`src/rtl/fwd_hazard_unit.sv`:
```
// Forwarding/interlock scoreboard between decode and execute.
// Tracks in-flight destinations by age and produces interlock and forward selects.
module fwd_hazard_unit #(
  parameter int REG_ADDR_W  = 5,
  parameter int DEPTH       = 4,
  parameter int LOAD_LAT    = 1,
  parameter int MUL_LAT     = 3,
  parameter int FLUSH_DEPTH = 2,
  parameter int FW_SEL_W    = $clog2(DEPTH + 1)
) (
  input  logic                  clk,
  input  logic                  rst_n,
  input  logic                  pipe_stall,
  input  logic                  flush,
  input  logic                  dec_valid,
  input  logic                  dec_rs1_en,
  input  logic [REG_ADDR_W-1:0] dec_rs1,
  input  logic                  dec_rs2_en,
  input  logic [REG_ADDR_W-1:0] dec_rs2,
  input  logic                  dec_rd_en,
  input  logic [REG_ADDR_W-1:0] dec_rd,
  input  logic [1:0]            dec_class,
  output logic                  hazard_stall,
  output logic [FW_SEL_W-1:0]   rs1_fw_sel,
  output logic [FW_SEL_W-1:0]   rs2_fw_sel,
  output logic                  ex_bubble
);

  typedef enum logic [1:0] {
    CLS_ALU  = 2'd0,
    CLS_LOAD = 2'd1,
    CLS_MUL  = 2'd2,
    CLS_RSVD = 2'd3
  } cls_e;

  logic                  r_valid [DEPTH];
  logic [REG_ADDR_W-1:0] r_rd    [DEPTH];
  logic [FW_SEL_W-1:0]   r_lat   [DEPTH];
  logic [FW_SEL_W-1:0]   r_rs1_sel;
  logic [FW_SEL_W-1:0]   r_rs2_sel;
  logic                  r_bubble;

  logic                  w_rs1_hit, w_rs1_haz;
  logic                  w_rs2_hit, w_rs2_haz;
  logic [FW_SEL_W-1:0]   w_rs1_sel, w_rs2_sel;
  logic [FW_SEL_W-1:0]   w_new_lat;
  logic                  w_new_valid;
  logic                  w_stall;

  always_comb begin
    w_new_lat = '0;
    case (cls_e'(dec_class))
      CLS_LOAD: w_new_lat = FW_SEL_W'(LOAD_LAT);
      CLS_MUL:  w_new_lat = FW_SEL_W'(MUL_LAT);
      default:  w_new_lat = '0;
    endcase
  end

  // Scan young-to-old; the first hit wins, so older aliases are ignored.
  always_comb begin
    w_rs1_hit = 1'b0;
    w_rs1_haz = 1'b0;
    w_rs1_sel = '0;
    w_rs2_hit = 1'b0;
    w_rs2_haz = 1'b0;
    w_rs2_sel = '0;
    for (int unsigned k = 0; k < DEPTH; k++) begin
      if (!w_rs1_hit && dec_rs1_en && (dec_rs1 != '0) && r_valid[k] && (r_rd[k] == dec_rs1)) begin
        w_rs1_hit = 1'b1;
        if (FW_SEL_W'(k) >= r_lat[k]) w_rs1_sel = FW_SEL_W'(k + 1);
        else                          w_rs1_haz = 1'b1;
      end
      if (!w_rs2_hit && dec_rs2_en && (dec_rs2 != '0) && r_valid[k] && (r_rd[k] == dec_rs2)) begin
        w_rs2_hit = 1'b1;
        if (FW_SEL_W'(k) >= r_lat[k]) w_rs2_sel = FW_SEL_W'(k + 1);
        else                          w_rs2_haz = 1'b1;
      end
    end
  end

  assign w_stall     = dec_valid && (w_rs1_haz || w_rs2_haz) && !flush;
  assign w_new_valid = dec_valid && dec_rd_en && (dec_rd != '0) && !w_stall && !flush;

  always_ff @(posedge clk or negedge rst_n) begin
    if (!rst_n) begin
      for (int unsigned k = 0; k < DEPTH; k++) begin
        r_valid[k] <= 1'b0;
        r_rd[k]    <= '0;
        r_lat[k]   <= '0;
      end
      r_rs1_sel <= '0;
      r_rs2_sel <= '0;
      r_bubble  <= 1'b1;
    end else if (!pipe_stall) begin
      // Flush kills the youngest entries as they move, so they never reach a tap.
      for (int unsigned k = 1; k < DEPTH; k++) begin
        r_valid[k] <= r_valid[k-1] && !(flush && ((k - 1) < FLUSH_DEPTH));
        r_rd[k]    <= r_rd[k-1];
        r_lat[k]   <= r_lat[k-1];
      end
      r_valid[0] <= w_new_valid;
      r_rd[0]    <= dec_rd;
      r_lat[0]   <= w_new_lat;
      r_rs1_sel  <= (w_stall || flush) ? '0 : w_rs1_sel;
      r_rs2_sel  <= (w_stall || flush) ? '0 : w_rs2_sel;
      r_bubble   <= !dec_valid || w_stall || flush;
    end
  end

  assign hazard_stall = w_stall;
  assign rs1_fw_sel   = r_rs1_sel;
  assign rs2_fw_sel   = r_rs2_sel;
  assign ex_bubble    = r_bubble;

endmodule

```
`config.mk`:
```
export PLATFORM = sky130hd
export DESIGN_NAME = fwd_hazard_unit
export DESIGN_NICKNAME = d
export VERILOG_FILES = /design/src/rtl/fwd_hazard_unit.sv
export SDC_FILE = /design/constraint.sdc
export NUM_CORES = 1
export LEC_CHECK = 0
export BUFFER_PORTS_ARGS = -buffer_cell sky130_fd_sc_hd__buf_2
export CORE_ASPECT_RATIO = 0.75
export CORE_UTILIZATION = 25
export DETAILED_ROUTE_END_ITERATION = 12
export HOLD_SLACK_MARGIN = 0.03
export SLEW_MARGIN = 40
export SYNTH_ARGS = -nofsm -noshare
export SYNTH_HDL_FRONTEND = slang
export SYNTH_SLANG_ARGS = --single-unit
```
`constraint.sdc`:
```
create_clock -name clk -period 3.95 [get_ports clk]
set_input_delay 0.79 -clock clk [delete_from_list [all_inputs] [get_ports clk]]
set_output_delay 0.79 -clock clk [all_outputs]
set_load 0.005 [all_outputs]
```
---- After elaboration in Yosys (flattened, before gate mapping) ----
Index checks and enable logic that the tools add are counted.
word-level totals
  bits in registers ....................... 43
  input port bits ......................... 25
  output and inout bits ................... 8
  word-level logic and storage cells ...... 122
operators by class
  order comparisons ....................... 4
  equal/unequal tests ..................... 10
  muxes and demuxes ....................... 39
  reduce and logical (&&, ||, !) cells .... 54
operator list
  operator              number
  $mux W3               16
  $eq A5 B5 Y1          8
  $logic_and A1 B1 Y1   38
  $mux W1               22
  $reduce_bool A5 Y1    3
  $logic_not A1 Y1      9
  $ge A1 B3 Y1 const A  2
  $ge A2 B3 Y1 const A  2
  $logic_or A1 B1 Y1    4
  $pmux W2 S2           1
  $eq A2 B1 Y1 const B  1
  $eq A2 B2 Y1 const B  1

---- Depth between registers and ports, before layout ----
  depth after elaboration ................. 29
  depth in mapped cells ................... 8
  depth with buffers taken out ............ 7

---- Worst setup path before layout ----
No wires, ideal clock.
  path kind ............................... in2out
  start ................................... input dec_rs1[4]
  end ..................................... output hazard_stall
  arrival ................................. 2397 ps
  required time ........................... 3160 ps
  slack ................................... 763 ps
  stages .................................. 7
  path buffers ............................ 1
  path through ............................ buf_4 xor2_1 or4_4 o21a_1 a32o_1 a221oi_2 nor3b_1
on the way
  longest elaborated chain between the ends .. 26
  elaborated cells on any way between the ends .. 36
  classes of those cells .................. eq/ne (4); mux (10); reduce/logical (22)
RTL lines
  item                                  line  text
  start, declared                       17    input logic [REG_ADDR_W-1:0] dec_rs1,
  $reduce_bool A5 Y1                    68    if (!w_rs1_hit && dec_rs1_en && (dec_rs1 != '0) && r_valid[k] && (r_rd[k] == dec_rs1)) begin
  $logic_and A1 B1 Y1 (3 in a row)      68
  $mux W1                               68
  $logic_not A1 Y1                      68
  $logic_and A1 B1 Y1 (4 in a row)      68
  $mux W1                               68
  $logic_not A1 Y1                      68
  $logic_and A1 B1 Y1 (4 in a row)      68
  $mux W1                               68
  $logic_not A1 Y1                      68
  $logic_and A1 B1 Y1 (4 in a row)      68
  $mux W1 (*)                           68
  $logic_or A1 B1 Y1 (*)                81    assign w_stall = dec_valid && (w_rs1_haz || w_rs2_haz) && !flush;
  $logic_and A1 B1 Y1 (*) (2 in a row)  81
  end, declared                         23    output logic hazard_stall,
Every way passes the cells marked *; elsewhere a longest branch is shown, timed or not.

---- Worst setup path after layout ----
  start ................................... input dec_rs1[1]
  end ..................................... output hazard_stall
Same word-level chain as after synthesis.

==> flow_summary_export.csv <==
group,metric,value,unit
worst_setup_path,max_stage_delay,0.55,ns
worst_setup_path,reg2reg_to,"rs1_fw_sel[1]",
floorplan,die-area,9110,sq um
worst_setup_path,path_cells,"buf_2 -> xor2_1 -> or4_4 -> o21ai_1 -> o32ai_1 -> a221oi_2 -> nor3b_1 -> buf_2",
worst_setup_path,required,3.16,ns
drt,drt_first_pass_iters,4,
drt,ant_nets,0,
final_layout,area.growth.synth_to_final,16.7,%
cts,insertion_delay,0.28,ns
cts,path_clk_slew,0.06,ns
final_layout,drive_above_1_share,0.327,
floorplan,ios,33,
global_route,grt_pass1_vias,1490,
placed_design,dp_hpwl,3760,um
worst_setup_path,path_max_fanout,5,
worst_setup_path,r2r-start,"r_rd[16]",
drt,drt-initial-drc-count,129,
sta,period_share,0.889,
final_layout,nets,251,
sta,rsz0062_at_grt,"false",
flow_run,maxCapViolations,0,
final_layout,register_area,927,sq um
sta,setup_viol,0,
logic_synthesis,syn_avg_cell_area,10.8,sq um
pwr,powerDensity,440,nW/um^2
global_route,grt_max_degree,43,
floorplan,core_area,8450,sq um
logic_synthesis,netlist_area,2180,sq um
sta,fin_crit,3.51,ns
status,status,"finished clean",
global_route,antenna_found_initial,0,
sta,final_max_slew_viol_count,0,
logic_synthesis,yosys-top-cells-area,"dfrtp_1 41%, mux2_2 13%, xor2_1 9.6%",
placed_design,port_buffers,32,
logic_synthesis,yosys-top-cells-count,"36 x dfrtp_1, 26 x mux2_2, 24 x xor2_1",
sta,setup_tns,0,ns
drt,vias_per_cell,4.58,
cts,cts_max_level,2,
floorplan,die_y,82.9,um
sta,finClkSkew,0.00457,ns
logic_synthesis,yosys.area.top_type,"dfrtp_1",
worst_setup_path,path_class,"in2out",
sta,hold_viol_final,0,
global_route,grt_pass1_wl,8020,um
drt,wire_per_inst,14.5,um
drt,routed_wl,4850,um
sta,finalHoldWorstSlack,0.465,ns
worst_setup_path,cp-endpoint,"hazard_stall",
worst_setup_path,worst_path_max_delay_cell,"or4_4",
logic_synthesis,synth-edff-count,0,
floorplan,die_w,110,um
global_route,globalRouteTotalUtil,0.116,
cts,ctsHoldBuffers,0,
sta,max_slew_margin,0.685,
logic_synthesis,synth_top_area_share,0.413,
worst_setup_path,endpoint_kind,"primary output",
final_layout,n_fill_cell,871,
logic_synthesis,syn_nets,228,
worst_setup_path,cp_data_arrival_time,2.72,ns
sta,max_freq,285,MHz
pwr,peakVddDrop,0.162,mV
floorplan,rows,29,
logic_synthesis,ys.flop_type,"dfrtp_1",
worst_setup_path,r2r_cells,7,
worst_setup_path,regToRegSetupSlack,1.26,ns
floorplan,start_util,0.258,
placed_design,gp_congestion,0.852,
logic_synthesis,synth_cells,202,
logic_synthesis,synth_seq_area_share,0.425,
logic_synthesis,ys.warnings.count,0,
drt,vias,1531,
logic_synthesis,yosysMostFrequentCell,"dfrtp_1",
global_route,grt_overflow_total,0,
worst_setup_path,cp_common_cell,"buf_2",
worst_setup_path,startpoint_type,"input pin",
cts,clock_sinks,37,
cts,cts-root-buf,"clkbuf_16",
logic_synthesis,ys_ff_latch,37,
pwr,p_leak,1.06,nW
final_layout,antenna_cells,0,
cts,cts_resized,0,
logic_synthesis,synthArstFlopShare,1.00,
cts,cts_buffers,5,
cts,post_cts_buffers,0,
min_path,hp-class,"in2async",
cts,cts_tree,"done",
final_layout,multi_input_area,1140,sq um
drt,drcViolationCount,0,
cts,clk_path_buf_depth,2,
logic_synthesis,synth_cell_types,44,
worst_setup_path,crit_start,"dec_rs1[1]",
sta,worst_pin_slew,0.472,ns
==> critical path: cells and delay by family <==
kind	cells	cell delay (ns)
AOI/OAI and AO/OA	3	0.81
buffers and inverters	2	0.28
xor gates and xnor gates	1	0.18
and+or+nand+nor	2	0.65
==> routing by layer <==
metal  wire (um)  share of wire  GRT usage
met5           0              0          0
met4          36         0.0074     0.0255
met3         255          0.053     0.0322
met2        2000           0.41      0.156
met1        2560           0.53      0.180
==> layout make-up <==
class                   instances  area share
clock buffers                   6      0.0506
clock inverters                 2      0.0152
inverters                       3     0.00442
multi-input cells             146       0.448
flip-flops and latches         37       0.364
well taps                     108      0.0530
repair buffers                 32      0.0648
==> metrics by stage <==
| step | util | std cells | area [sq um] | setup WS, ns | power (W) |
|---|---|---|---|---|---|
| 2_1_floorplan | - | 202 | 2180 | 0.763 | 0.000626 |
| 4_1_cts | 0.301 | 334 | 2540 | 0.422 | 0.00113 |
| 3_5_place_dp | 0.281 | 326 | 2380 | 0.421 | 0.000680 |
| 5_1_grt | 0.301 | 334 | 2550 | 0.318 | 0.00118 |
| 6_report | 0.301 | 334 | 2550 | 0.437 | 0.00112 |
| 3_3_place_gp | 0.281 | 326 | 2380 | 0.517 | 0.000674 |
==> worst min-delay path by stage <==
stage                                to     startpoint  depth (start not counted)
after CTS                 rs2_fw_sel[0]  rs2_fw_sel[0]                          2
final                           r_rd[1]          rst_n                          1
after detailed placement  rs2_fw_sel[0]  rs2_fw_sel[0]                          2
after global routing            r_rd[1]          rst_n                          1
after floorplan                r_lat[6]       r_lat[6]                          2
after global placement         r_lat[6]       r_lat[6]                          2
==> layout by cell type, fill, tap and decap left out, types with 2 or more instances in the layout <==
cell type and count:
or4_4 2, nand3b_1 2, nand3_1 4, or2_2 2, or4_1 3, nor2_1 3, clkbuf_16 5, xnor2_1 16
buf_4 2, inv_1 3, dfrtp_1 36, o21ai_0 7, nand4_1 2, o21a_1 2, mux2_2 26, buf_2 30
nor4_1 5, o31ai_1 4, nand2_1 20, o41ai_1 2, xor2_1 24, nand2b_1 2
==> kinds of logic (layout without fill, tap and decap cells) <==
family,after synthesis,after routing,synth area share
simple gates,52,52,0.131
xor+xnor,40,40,0.160
flops,37,37,0.425
mux,27,27,0.139
compound gates,26,26,0.0871
buf+inv,19,43,0.0521
fa+ha+maj,1,1,0.00573
==> power by group <==
group / switching, W / internal, W / total [W]
Combinational: 0.0000824 / 0.000103 / 0.000185
Sequential: 0.0000614 / 0.000427 / 0.000489
Clock: 0.000148 / 0.000299 / 0.000447
Total: 0.000292 / 0.000828 / 0.00112
==> registers in the layout (all words and copies together), names as in the netlist <==
register	count
r_rd	20
r_lat	6
r_valid	4
rs1_fw_sel	3
rs2_fw_sel	3
ex_bubble	1
(Power assumes the default switching activity.)
